$ cat src/rtl/regfile_mp.sv
// Parametrised multi-port register file with post-reset clear sweep and pending scoreboard.
// Optional same-cycle write forwarding on the read ports: define REGFILE_MP_BYPASS_EN.
module regfile_mp #(
  parameter int DATA_W   = 32,
  parameter int ADDR_W   = 5,
  parameter int NREAD    = 2,
  parameter int ZERO_REG = 1
) (
  input  logic                      CLK,
  input  logic                      RST_N,
  input  logic                      RegWrite,
  input  logic [ADDR_W-1:0]         wrreg,
  input  logic [DATA_W-1:0]         wrdata,
  input  logic                      Reserve,
  input  logic [ADDR_W-1:0]         rsv_reg,
  input  logic [NREAD*ADDR_W-1:0]   rd_addr,
  output logic [NREAD*DATA_W-1:0]   rd_data,
  output logic [NREAD-1:0]          rd_pend,
  output logic                      Busy
);

  localparam int DEPTH = 1 << ADDR_W;

  typedef enum logic [0:0] {CLEAR = 1'b0, IDLE = 1'b1} state_t;

  state_t              state_r, state_nxt_s;
  logic [ADDR_W-1:0]   ptr_r, ptr_nxt_s;
  logic [DEPTH-1:0]    pend_r, pend_nxt_s;
  logic [DATA_W-1:0]   mem_r [DEPTH];
  logic                mem_we_s;
  logic [ADDR_W-1:0]   mem_wa_s;
  logic [DATA_W-1:0]   mem_wd_s;
  logic                wr_ok_s, rsv_ok_s;
  logic [ADDR_W-1:0]   ra_s [NREAD];

  for (genvar g = 0; g < NREAD; g++) begin : g_ra
    assign ra_s[g] = rd_addr[g*ADDR_W +: ADDR_W];
  end

  // Write/reserve qualification: the hard-wired zero entry swallows both.
  always_comb begin
    wr_ok_s  = RegWrite;
    rsv_ok_s = Reserve;
    if ((ZERO_REG != 0) && (wrreg == {ADDR_W{1'b0}})) begin
      wr_ok_s = 1'b0;
    end else begin
      wr_ok_s = RegWrite;
    end
    if ((ZERO_REG != 0) && (rsv_reg == {ADDR_W{1'b0}})) begin
      rsv_ok_s = 1'b0;
    end else begin
      rsv_ok_s = Reserve;
    end
  end

  // Next-state logic: clear sweep, then writeback and scoreboard updates.
  always_comb begin
    state_nxt_s = state_r;
    ptr_nxt_s   = ptr_r;
    pend_nxt_s  = pend_r;
    mem_we_s    = 1'b0;
    mem_wa_s    = ptr_r;
    mem_wd_s    = {DATA_W{1'b0}};
    case (state_r)
      CLEAR: begin
        mem_we_s  = RST_N;
        ptr_nxt_s = ptr_r + {{(ADDR_W-1){1'b0}}, 1'b1};
        if (ptr_r == {ADDR_W{1'b1}}) begin
          state_nxt_s = IDLE;
        end else begin
          state_nxt_s = CLEAR;
        end
      end
      IDLE: begin
        if (wr_ok_s) begin
          mem_we_s          = RST_N;
          mem_wa_s          = wrreg;
          mem_wd_s          = wrdata;
          pend_nxt_s[wrreg] = 1'b0;
        end else begin
          mem_we_s = 1'b0;
        end
        // Reserve applied after the write so a new producer wins on the same index.
        if (rsv_ok_s) begin
          pend_nxt_s[rsv_reg] = 1'b1;
        end else begin
          pend_nxt_s[rsv_reg] = pend_nxt_s[rsv_reg];
        end
      end
      default: begin
        state_nxt_s = CLEAR;
        ptr_nxt_s   = {ADDR_W{1'b0}};
      end
    endcase
  end

  // Control state register with synchronous active-low reset.
  always_ff @(posedge CLK) begin
    if (!RST_N) begin
      state_r <= CLEAR;
      ptr_r   <= {ADDR_W{1'b0}};
      pend_r  <= {DEPTH{1'b0}};
    end else begin
      state_r <= state_nxt_s;
      ptr_r   <= ptr_nxt_s;
      pend_r  <= pend_nxt_s;
    end
  end

  // Storage array; contents are initialised by the sweep, not by reset.
  always_ff @(posedge CLK) begin
    if (mem_we_s) begin
      mem_r[mem_wa_s] <= mem_wd_s;
    end
  end

  // Read ports: zeroed during reset/sweep and for the hard-wired zero entry.
  always_comb begin
    rd_data = {(NREAD*DATA_W){1'b0}};
    rd_pend = {NREAD{1'b0}};
    for (int k = 0; k < NREAD; k++) begin
      if (RST_N && (state_r == IDLE) &&
          !((ZERO_REG != 0) && (ra_s[k] == {ADDR_W{1'b0}}))) begin
        rd_data[k*DATA_W +: DATA_W] = mem_r[ra_s[k]];
        rd_pend[k]                  = pend_r[ra_s[k]];
`ifdef REGFILE_MP_BYPASS_EN
        if (RegWrite && (wrreg == ra_s[k])) begin
          rd_data[k*DATA_W +: DATA_W] = wrdata;
          rd_pend[k]                  = Reserve && (rsv_reg == ra_s[k]);
        end else begin
          rd_pend[k] = pend_r[ra_s[k]];
        end
`endif
      end else begin
        rd_data[k*DATA_W +: DATA_W] = {DATA_W{1'b0}};
        rd_pend[k]                  = 1'b0;
      end
    end
  end

  // Busy covers both the reset itself and the sweep that follows it.
  always_comb begin
    if (!RST_N) begin
      Busy = 1'b1;
    end else begin
      Busy = (state_r == CLEAR);
    end
  end

endmodule

$ cat config.mk
export PLATFORM = sky130hd
export DESIGN_NAME = regfile_mp
export DESIGN_NICKNAME = d
export VERILOG_FILES = /design/src/rtl/regfile_mp.sv
export SDC_FILE = /design/constraint.sdc
export NUM_CORES = 1
export LEC_CHECK = 0
export CORE_UTILIZATION = 40
export CTS_CLUSTER_SIZE = 20
export DETAILED_ROUTE_END_ITERATION = 6
export DONT_BUFFER_PORTS = 1
export GPL_TIMING_DRIVEN = 0
export SLEW_MARGIN = 10
export SYNTH_ARGS = -nofsm -noshare
export SYNTH_HDL_FRONTEND = slang
export SYNTH_SLANG_ARGS = --single-unit
$ cat constraint.sdc
create_clock -name CLK -period 3.9 [get_ports CLK]
set_input_delay 0.585 -clock CLK [delete_from_list [all_inputs] [get_ports CLK]]
set_output_delay 0.585 -clock CLK [all_outputs]
set_load 0.01 [all_outputs]
After elaboration in Yosys (flattened, before gate mapping):

Memories as Yosys holds them, arrays and structs flattened.
Cells that the tools add are included.

* bits of input ports: 56
* RAM bits: 1024
* ROM bits: 0
* register bits: 38
* bits in latches: 0
* output and inout bits: 67
* logic and storage cells: 58
* memories kept: 1

* add/sub/neg operators: 1
* bitwise logic cells: 4
* divide/modulo/power cells: 0
* magnitude comparators: 6
* multiply operators: 0
* equality and inequality tests: 1
* muxes and demuxes: 31
* reductions and logical operators: 11
* shifts and indexed selects: 0

Memories
* mem_r: depth 32, width 32, read ports 2, clocked after memory_dff 0, wr ports 1, line 29 `logic [DATA_W-1:0] mem_r [DEPTH];`

Operators by type and width (number)
* $mux 32: 7
* $and 32x32->32: 1
* $bwmux 32: 1
* $not 32->32: 1
* $or 32x32->32: 1
* $lt 5x6->1 const B: 4
* $logic_not 5->1: 4
* $bmux 1 s5: 3
* $mux 1: 15
* $demux 1 s5: 2
* $ge 5x1->1 const B: 2
* $mux 5: 2
* $add 5x1->5 const B: 1
* $eq 5x5->1 const B: 1
* $logic_and 1x1->1: 5
* $logic_not 1->1: 2
* $pmux 1 s2: 1
* $not 1->1: 1

Logic depth before layout (Yosys ltp):

Gate-level depths: netlist of the first run.

* depth after elaboration: 12
* gate-level depth with buffers: 10
* mapped depth without buffers: 7

Worst setup path after synthesis of the first run:

No wires, ideal clock.

* kind: in2reg
* start point: input port wrreg[4]
* end point: memory mem_r[12][0] (enable)
* buffers on the path: 2
* data required time: 3.479 ns
* arrival: 3.301 ns
* slack: 0.178 ns
* setup time: 0.421 ns
* stages: 9
* cell sequence: or2_1 clkbuf_1 nor4_1 nor2_1 clkbuf_1 nand3_1 o21ai_0 nand2_1 nor2_1

* word-level cells in the longest chain between the ends: 6
* elaborated cells on any way between the ends: 8
* those cells by class: mux: 7; reduce/logical: 1

Ends and longest elaborated chain
* from (decl): line 12 `input logic [ADDR_W-1:0] wrreg,`
* $logic_not 5->1: line 44 `if ((ZERO_REG != 0) && (wrreg == {ADDR_W{1'b0}})) begin`
* $mux 1: line 44
* $mux 1: line 75 `if (wr_ok_s) begin`
* $pmux 1 s2: line 64 `case (state_r)`
* $mux 1: line 112 `if (mem_we_s) begin`
* $mux 1 (not written as such): line 113 `mem_r[mem_wa_s] <= mem_wd_s;`
* to (decl): line 29

Several ways; a longest one is shown, not always the timed one.

Worst setup path after layout of the first run:

* start point: input port rd_addr[2]
* end point: output port rd_data[31]

* word-level cells in the longest chain between the ends: 4
* elaborated cells on any way between the ends: 5
* those cells by class: mux: 1; reduce/logical: 3; memory: 1

Ends and longest elaborated chain
* from (decl): line 16 `input logic [NREAD*ADDR_W-1:0] rd_addr,`
* parallel branches: the longest is 3 deep, another holds $mem_v2 32x32
* $mux 32 *: line 122 `if (RST_N && (state_r == IDLE) &&`
* to (decl): line 17 `output logic [NREAD*DATA_W-1:0] rd_data,`

Mark *: on every way between the ends.

==> results of run 1 <==
-- power groups by stage --
stage	Combinational [mW]	Sequential [mW]	Clock (mW)
finish	2.14	12.4	10.7
global route	2.20	12.4	11.1
CTS	2.06	12.4	10.7
detailed placement	1.99	12.7	0
global placement	1.95	12.7	0
floorplan	1.19	12.7	0
-- stage by stage --
stage          setup WS (ns)  util, %  area (um2)
6_report             -0.0877     46.4       59200
5_1_grt              -0.0318     46.4       59100
4_1_cts             -0.00267     46.1       58800
3_5_place_dp           -1.71     42.7       54500
3_3_place_gp           -3.00     41.9       53500
2_1_floorplan          0.178        -       51400
-- state kept, by name, indices dropped and copies added (netlist names) --
signal and count:
ptr_r 5, mem_r 1024, pend_r 32, state_r 1
-- layout by cell type (no fill, tap or decap), types with 10 or more instances in the layout --
cell type,count
nor3_4,15
and2_1,20
o21ai_0,212
nor3_2,23
mux2_2,133
and2_2,19
nand2_1,63
nor2_4,48
o22ai_1,149
nor2_2,32
clkbuf_16,114
mux2i_1,401
clkbuf_2,61
mux4_2,265
nand3_1,34
nor3_1,31
clkinv_2,16
buf_1,10
clkbuf_4,19
o221ai_1,127
dfxtp_1,38
clkinv_1,27
buf_2,38
a21oi_1,331
buf_12,37
nor2_1,107
edfxtp_1,1024
nand2b_1,10
buf_4,28
o21ai_1,25
clkbuf_1,122
-- worst reg2reg max path: stages (launching register included) --
cell and delay (ns):
dfxtp_1 0.46, nand2_1 0.08, nor2_1 0.44, clkdlybuf4s15_1 0.83, nand3_1 0.14, o21ai_0 0.13, nand2_1 0.33, nor2_4 0.73
buf_12 0.28
-- layer usage --
| metal | up-vias | wire length, um | global-route usage [%] |
|---|---|---|---|
| met3 | 439 | 21800 | 8.47 |
| met1 | 18200 | 70500 | 36.2 |
| met4 | 18 | 7840 | 11.8 |
| met2 | 2147 | 87200 | 44.8 |
| li1 | 14400 | - | - |
| met5 | - | 259 | 0 |
-- cell type report --
type / count / area (um2) / area share, %
inverters: 7 / 26.3 / 0.0444
repair buffers: 49 / 946 / 1.60
clock buffers: 138 / 2980 / 5.04
plain buffers: 272 / 1440 / 2.43
clock inverters: 63 / 598 / 1.01
multi-input cells: 2111 / 19600 / 33.1
flip-flops and latches: 1062 / 31500 / 53.3
diodes: 4 / 10.0 / 0.0169
well taps: 1662 / 2080 / 3.52
-- worst min path at each step --
stage                     from          to  slack (ns)  cells after the start
global route        rsv_reg[3]   pend_r[4]        0.23                      3
global placement     pend_r[6]   pend_r[6]        0.48                      2
floorplan           pend_r[19]  pend_r[19]        0.45                      2
detailed placement  pend_r[22]  pend_r[22]        0.48                      2
CTS                 rsv_reg[3]   pend_r[4]        0.18                      3
finish              rsv_reg[3]   pend_r[4]        0.23                      3
-- cell families after synthesis --
kind of cell    synth area share, %
compound gates                 10.1
xor+xnor                     0.0511
fa+ha+maj                    0.0487
buf+inv                        2.20
flops                          61.3
mux                            22.3
simple gates                   4.02
-- what timing repair did --
item,in CTS,in global routing
pin swaps,4,16
hold endpoints to repair,0,0
gates resized for setup,264,96
endpoints found under the setup margin,234,239
hold buffers,0,0
cloned,0,0
buffers inserted,0,11
==> impl_results.md, run 1 <==
* 1st-iter DRT viols at 4,550
* Buf/Inv on CP at 2
* Area contributors post-synth: edfxtp_1 (60%), mux4_2 (12%), mux2i_1 (7.8%)
* Clock share of power at 42.3%
* GRT Resource Usage Total at 28.3%
* Placed cells at 5,152
* First-pass GRT wire length at 258,000 um
* Most common library cells after synthesis: edfxtp_1 (1,024), mux2i_1 (401), a21oi_1 (331)
* Worst Setup SP: rd_addr[2]
* CP max stage delay at 0.91 ns
* Net count after synthesis at 3,512
* Failing checks: setup timing
* Clock Latency Late Sink at 0.74 ns
* Mean Syn Cell Area at 14.9 um2
* CTS tree: done
* RSZ-0062 raised after global routing: true
* Measured slew at the worst slew-check pin at 1.37 ns
* Nets at 3,672
* Slew headroom at 8.56%
* Number of enable flip-flop cells after synthesis at 1,024
* Status: complete, but fails checks
* Layout area overhead at 15.1%
* Largest net degree at the start of global routing at 33
* Crit path max fanout at 10
* Critical Setup Path Class: in -> out
* Reg2reg path depth at 8
* Hold slack at 0.231 ns
* Total negative slack at -0.756 ns
* Post-synth top area share at 59.8%
* Core Area at 128,000 um2
* Max-cap viol count at 0
* Total power at 25.2 mW
* Clk_skew at 0.0271 ns
* Yosys Warn Count at 0
* Slowest CP cell: clkbuf_1
* Clock sinks at 1,062
* R2R Setup Slk at 0.16 ns
* Worst r2r dst: mem_r[29][17]
* Final min period at 3.99 ns
* Ratio of final minimum period to clock period at 102%
* Worst Setup Slack, final at -0.0877 ns
* Drt first pass iters at 5
* Initial Util at 40.3%
* Pwr Density at 427 nW/um2
* CTS H-tree lvls at 3
* Worst r2r src: state_r
* Post-synth top area cell: edfxtp_1
* # DRC at 0
* Port Buffers at 0
* Width of the die at 361 um
* Synth unique cells at 52
* Share of cells above drive strength 1 at 24.8%
* Netlist area before placement at 51,400 um2
* Crit path DAT at 3.40 ns
* Die H at 361 um
* Main synth FF type: edfxtp_1
* CP cell instances: clkdlybuf4s15_1, clkbuf_1, a21oi_1, nor3_4, a21oi_1, nor2_1
* CP Launch Type: input port
* Clock Path Buffers at 3
* Worst min-delay path class: in -> reg
* Share of synthesized flip-flops with an asynchronous set or reset at 0%
* Crit path to: rd_data[31]
* Switch Pwr at 6.17 mW
* Drt wl/cell at 34.9 um
* Detailed placement HPWL at 132,000 um
* Total stage count of the critical path at 6
* Cell repeated most along the worst path: a21oi_1
* Via density at 6.56
* Delay-heaviest family, CP: buffers and inverters
* Top Ports at 123
* Via count at 35,200
* Seq pwr share at 49.2%
* #FFs+latches synth at 1,062
* Final setup fails at 26
* Filler-free cell count of the finished design at 5,368
* Final ANT Viol Nets at 0
* Peak supply drop at 0.396 mV
* Clock-pin slew on the worst setup and hold paths at 0.07 ns
* Seq/Total Area, Yosys at 61.3%
* Root buf cell: clkbuf_16
* FP Rows at 131
* Gpl congestion at 0.952
* CP required at 3.31 ns
* Share of power burned in combinational logic at 8.5%
* Initial antenna violation count at 14
* Cells after Synth at 3,454
* Leak at 19.5 nW
* Final WL at 188,000 um
* Fmax at 0.251 GHz
* Top-count cell post-synth: edfxtp_1
* Final slew viol count at 0
* Sw frac at 24.4%
* Internal power at 19.1 mW
* Fill count at 11,100
* CP Capture Type: primary output
* Gr ovfl total at 0
* Final hold vios at 0
* TritonCTS Buffers at 111
* Vias in the first global route at 34,300
* Die area at 130,000 um2
(Power assumes the default switching activity.)
==> run 2: changes to the inputs <==
CORE_UTILIZATION = 45   (was 40)
==> impl_results.md, run 2 (same netlist as run 1, synthesis figures left out) <==
* Worst Setup Slack, final at -0.202 ns (was -0.0877 ns)
* CP Launch Type: input port (unchanged)
* Largest net degree at the start of global routing at 33 (unchanged)
* Commonest non-fill, non-tap cell in the layout: edfxtp_1 (unchanged)
* Nets at 3,665 (was 3,672)
* Delay-heaviest family, CP: buffers and inverters (unchanged)
* Top Ports at 123 (unchanged)
* Max reg flops at 1,024 (unchanged)
* Crit path DAT at 3.52 ns (was 3.40 ns)
* Peak supply drop at 0.356 mV (was 0.396 mV)
* Final WL at 187,000 um (was 188,000 um)
* Max-cap viol count at 0 (unchanged)
* Buf/Inv on CP at 2 (unchanged)
* Clock Path Buffers at 3 (unchanged)
* Slowest CP cell: clkdlybuf4s15_1 (was clkbuf_1)
* Layout area overhead at 14.5% (was 15.1%)
* GRT Resource Usage Total at 32.0% (was 28.3%)
* Die H at 340 um (was 361 um)
* CTS H-tree lvls at 3 (unchanged)
* Leak at 19.5 nW (about the same)
* Root buf cell: clkbuf_16 (unchanged)
* Detailed placement HPWL at 132,000 um (about the same)
* Slew headroom at 17.0% (was 8.56%)
* Final min period at 4.10 ns (was 3.99 ns)
* Initial antenna violation count at 12 (was 14)
* Failing checks: DRC, setup timing (was setup timing)
* CP required at 3.31 ns (about the same)
* Ratio of final minimum period to clock period at 105% (was 102%)
* Via density at 6.79 (was 6.56)
* TritonCTS Buffers at 113 (was 111)
* Final setup fails at 10 (was 26)
* CP Capture Type: primary output (unchanged)
* Top reg by flops: mem_r (unchanged)
* Clock-pin slew on the worst setup and hold paths at 0.06 ns (was 0.07 ns)
* Drt wl/cell at 35.9 um (was 34.9 um)
* Total negative slack at -0.914 ns (was -0.756 ns)
* Final slew viol count at 0 (unchanged)
* Width of the die at 340 um (was 361 um)
* Gpl congestion at 0.944 (was 0.952)
* Via count at 35,300 (was 35,200)
* First-pass GRT wire length at 259,000 um (was 258,000 um)
* Critical Setup Path Class: in -> out (unchanged)
* Cell repeated most along the worst path: a21oi_1 (unchanged)
* Core Area at 113,000 um2 (was 128,000 um2)
* Fmax at 0.244 GHz (was 0.251 GHz)
* Hold slack at 0.203 ns (was 0.231 ns)
* Drt first pass iters at 7 (was 5)
* Clock sinks at 1,062 (unchanged)
* # DRC at 3 (was 0)
* Share of cells above drive strength 1 at 24.6% (was 24.8%)
* Total power at 25.1 mW (was 25.2 mW)
* CTS tree: done (unchanged)
* Status: complete, but fails checks (unchanged)
* CP cell instances: clkdlybuf4s15_1, clkbuf_1, a21oi_1, nor3_2, a21oi_1, nor2_1 (was clkdlybuf4s15_1, clkbuf_1, a21oi_1, nor3_4, a21oi_1, nor2_1)
* FP Rows at 123 (was 131)
* Final ANT Viol Nets at 0 (unchanged)
* Die area at 116,000 um2 (was 130,000 um2)
* Worst min-delay path class: in -> reg (unchanged)
* Fill count at 9,307 (was 11,100)
* Most frequent cells in the layout: edfxtp_1 (1,024), mux2i_1 (401), a21oi_1 (331) (unchanged)
* Initial Util at 45.6% (was 40.3%)
* Biggest regs: mem_r: 1024 flops, pend_r: 32 flops, ptr_r: 5 flops (unchanged)
* Cts hold-fix bufs at 0 (unchanged)
* Final hold vios at 0 (unchanged)
* Pwr Density at 427 nW/um2 (about the same)
* Port Buffers at 0 (unchanged)
* Clk_skew at 0.0211 ns (was 0.0271 ns)
* Measured slew at the worst slew-check pin at 1.24 ns (was 1.37 ns)
* Crit path max fanout at 10 (unchanged)
* Gr ovfl total at 0 (unchanged)
* 1st-iter DRT viols at 4,441 (was 4,550)
* Clock Latency Late Sink at 0.73 ns (was 0.74 ns)
* Vias in the first global route at 34,600 (was 34,300)
* CP max stage delay at 0.94 ns (was 0.91 ns)
-- run 2: cell types whose count changed in the layout (fill, tap and decap cells not counted), sizes merged, moves of 2 or more --
cell / before / now
buf: 126 / 121
bufinv: 9 / 7
clkbuf: 320 / 331
clkdlybuf4s15: 12 / 10
clkinvlp: 4 / 1
inv: 8 / 10
-- run 2: worst reg2reg max path, delay by kind of cell, from the launching register on --
family / cells / cell delay, ns
buffers and inverters: 1 / 0.26
AND/OR/NAND/NOR: 4 / 2.43
multiplexers: 1 / 0.37
flip-flops: 1 / 0.45
-- run 2: repair_timing --
item / CTS / global route
endpoints found under the setup margin: 283 / 151
pin swaps: 7 / 9
endpoints found under the hold margin: 0 / 0
resized for setup: 274 / 81
buffers inserted: 0 / 1
-- run 2: report_power, final --
| group | switching, mW | internal, mW |
|---|---|---|
| registers | 0.0288 | 12.4 |
| clock network | 4.63 | 5.96 |
| logic | 1.45 | 0.683 |
| total | 6.11 | 19.0 |
-- run 2: area by class of cell --
class,instances,area (um2),share of cell area [%]
tap,1500,1880,3.19
timing repair buffer,41,911,1.55
clock inverter,59,489,0.831
antenna,5,12.5,0.0212
inverter,7,26.3,0.0446
buffer,271,1440,2.45
multi-input combinational,2111,19500,33.2
clock buffer,151,3070,5.21
sequential,1062,31500,53.5
-- run 2: path summary, 6_finish.rpt --
check	slack (ns)	depth (start not counted)	to	from
hold / removal	0.20	3	pend_r[4]	rsv_reg[3]
setup / recovery	-0.20	6	rd_data[63]	rd_addr[7]
hold reg to reg	0.49	2	pend_r[31]	pend_r[31]
setup reg to reg	0.07	6	mem_r[26][13]	state_r
-- run 2: metal layers --
layer  vias to the layer above  share of wire, %  GRT usage [%]
met2                      2177                46           49.6
met4                        10               4.2           12.9
met3                       441                13           10.4
met1                     18300                37           41.6
met5                         -             0.039              0
li1                      14400                 -              -
-- run 2: per-stage QoR --
| stage | util (%) | instances | cell area [um2] | setup slack [ns] |
|---|---|---|---|---|
| floorplan | - | 3454 | 51400 | 0.178 |
| global placement | 47.2 | 4954 | 53300 | -2.95 |
| detailed placement | 48.2 | 4992 | 54400 | -1.38 |
| CTS | 52.0 | 5200 | 58700 | -0.00325 |
| global route | 52.2 | 5204 | 58900 | -0.00298 |
| finish | 52.2 | 5207 | 58900 | -0.202 |
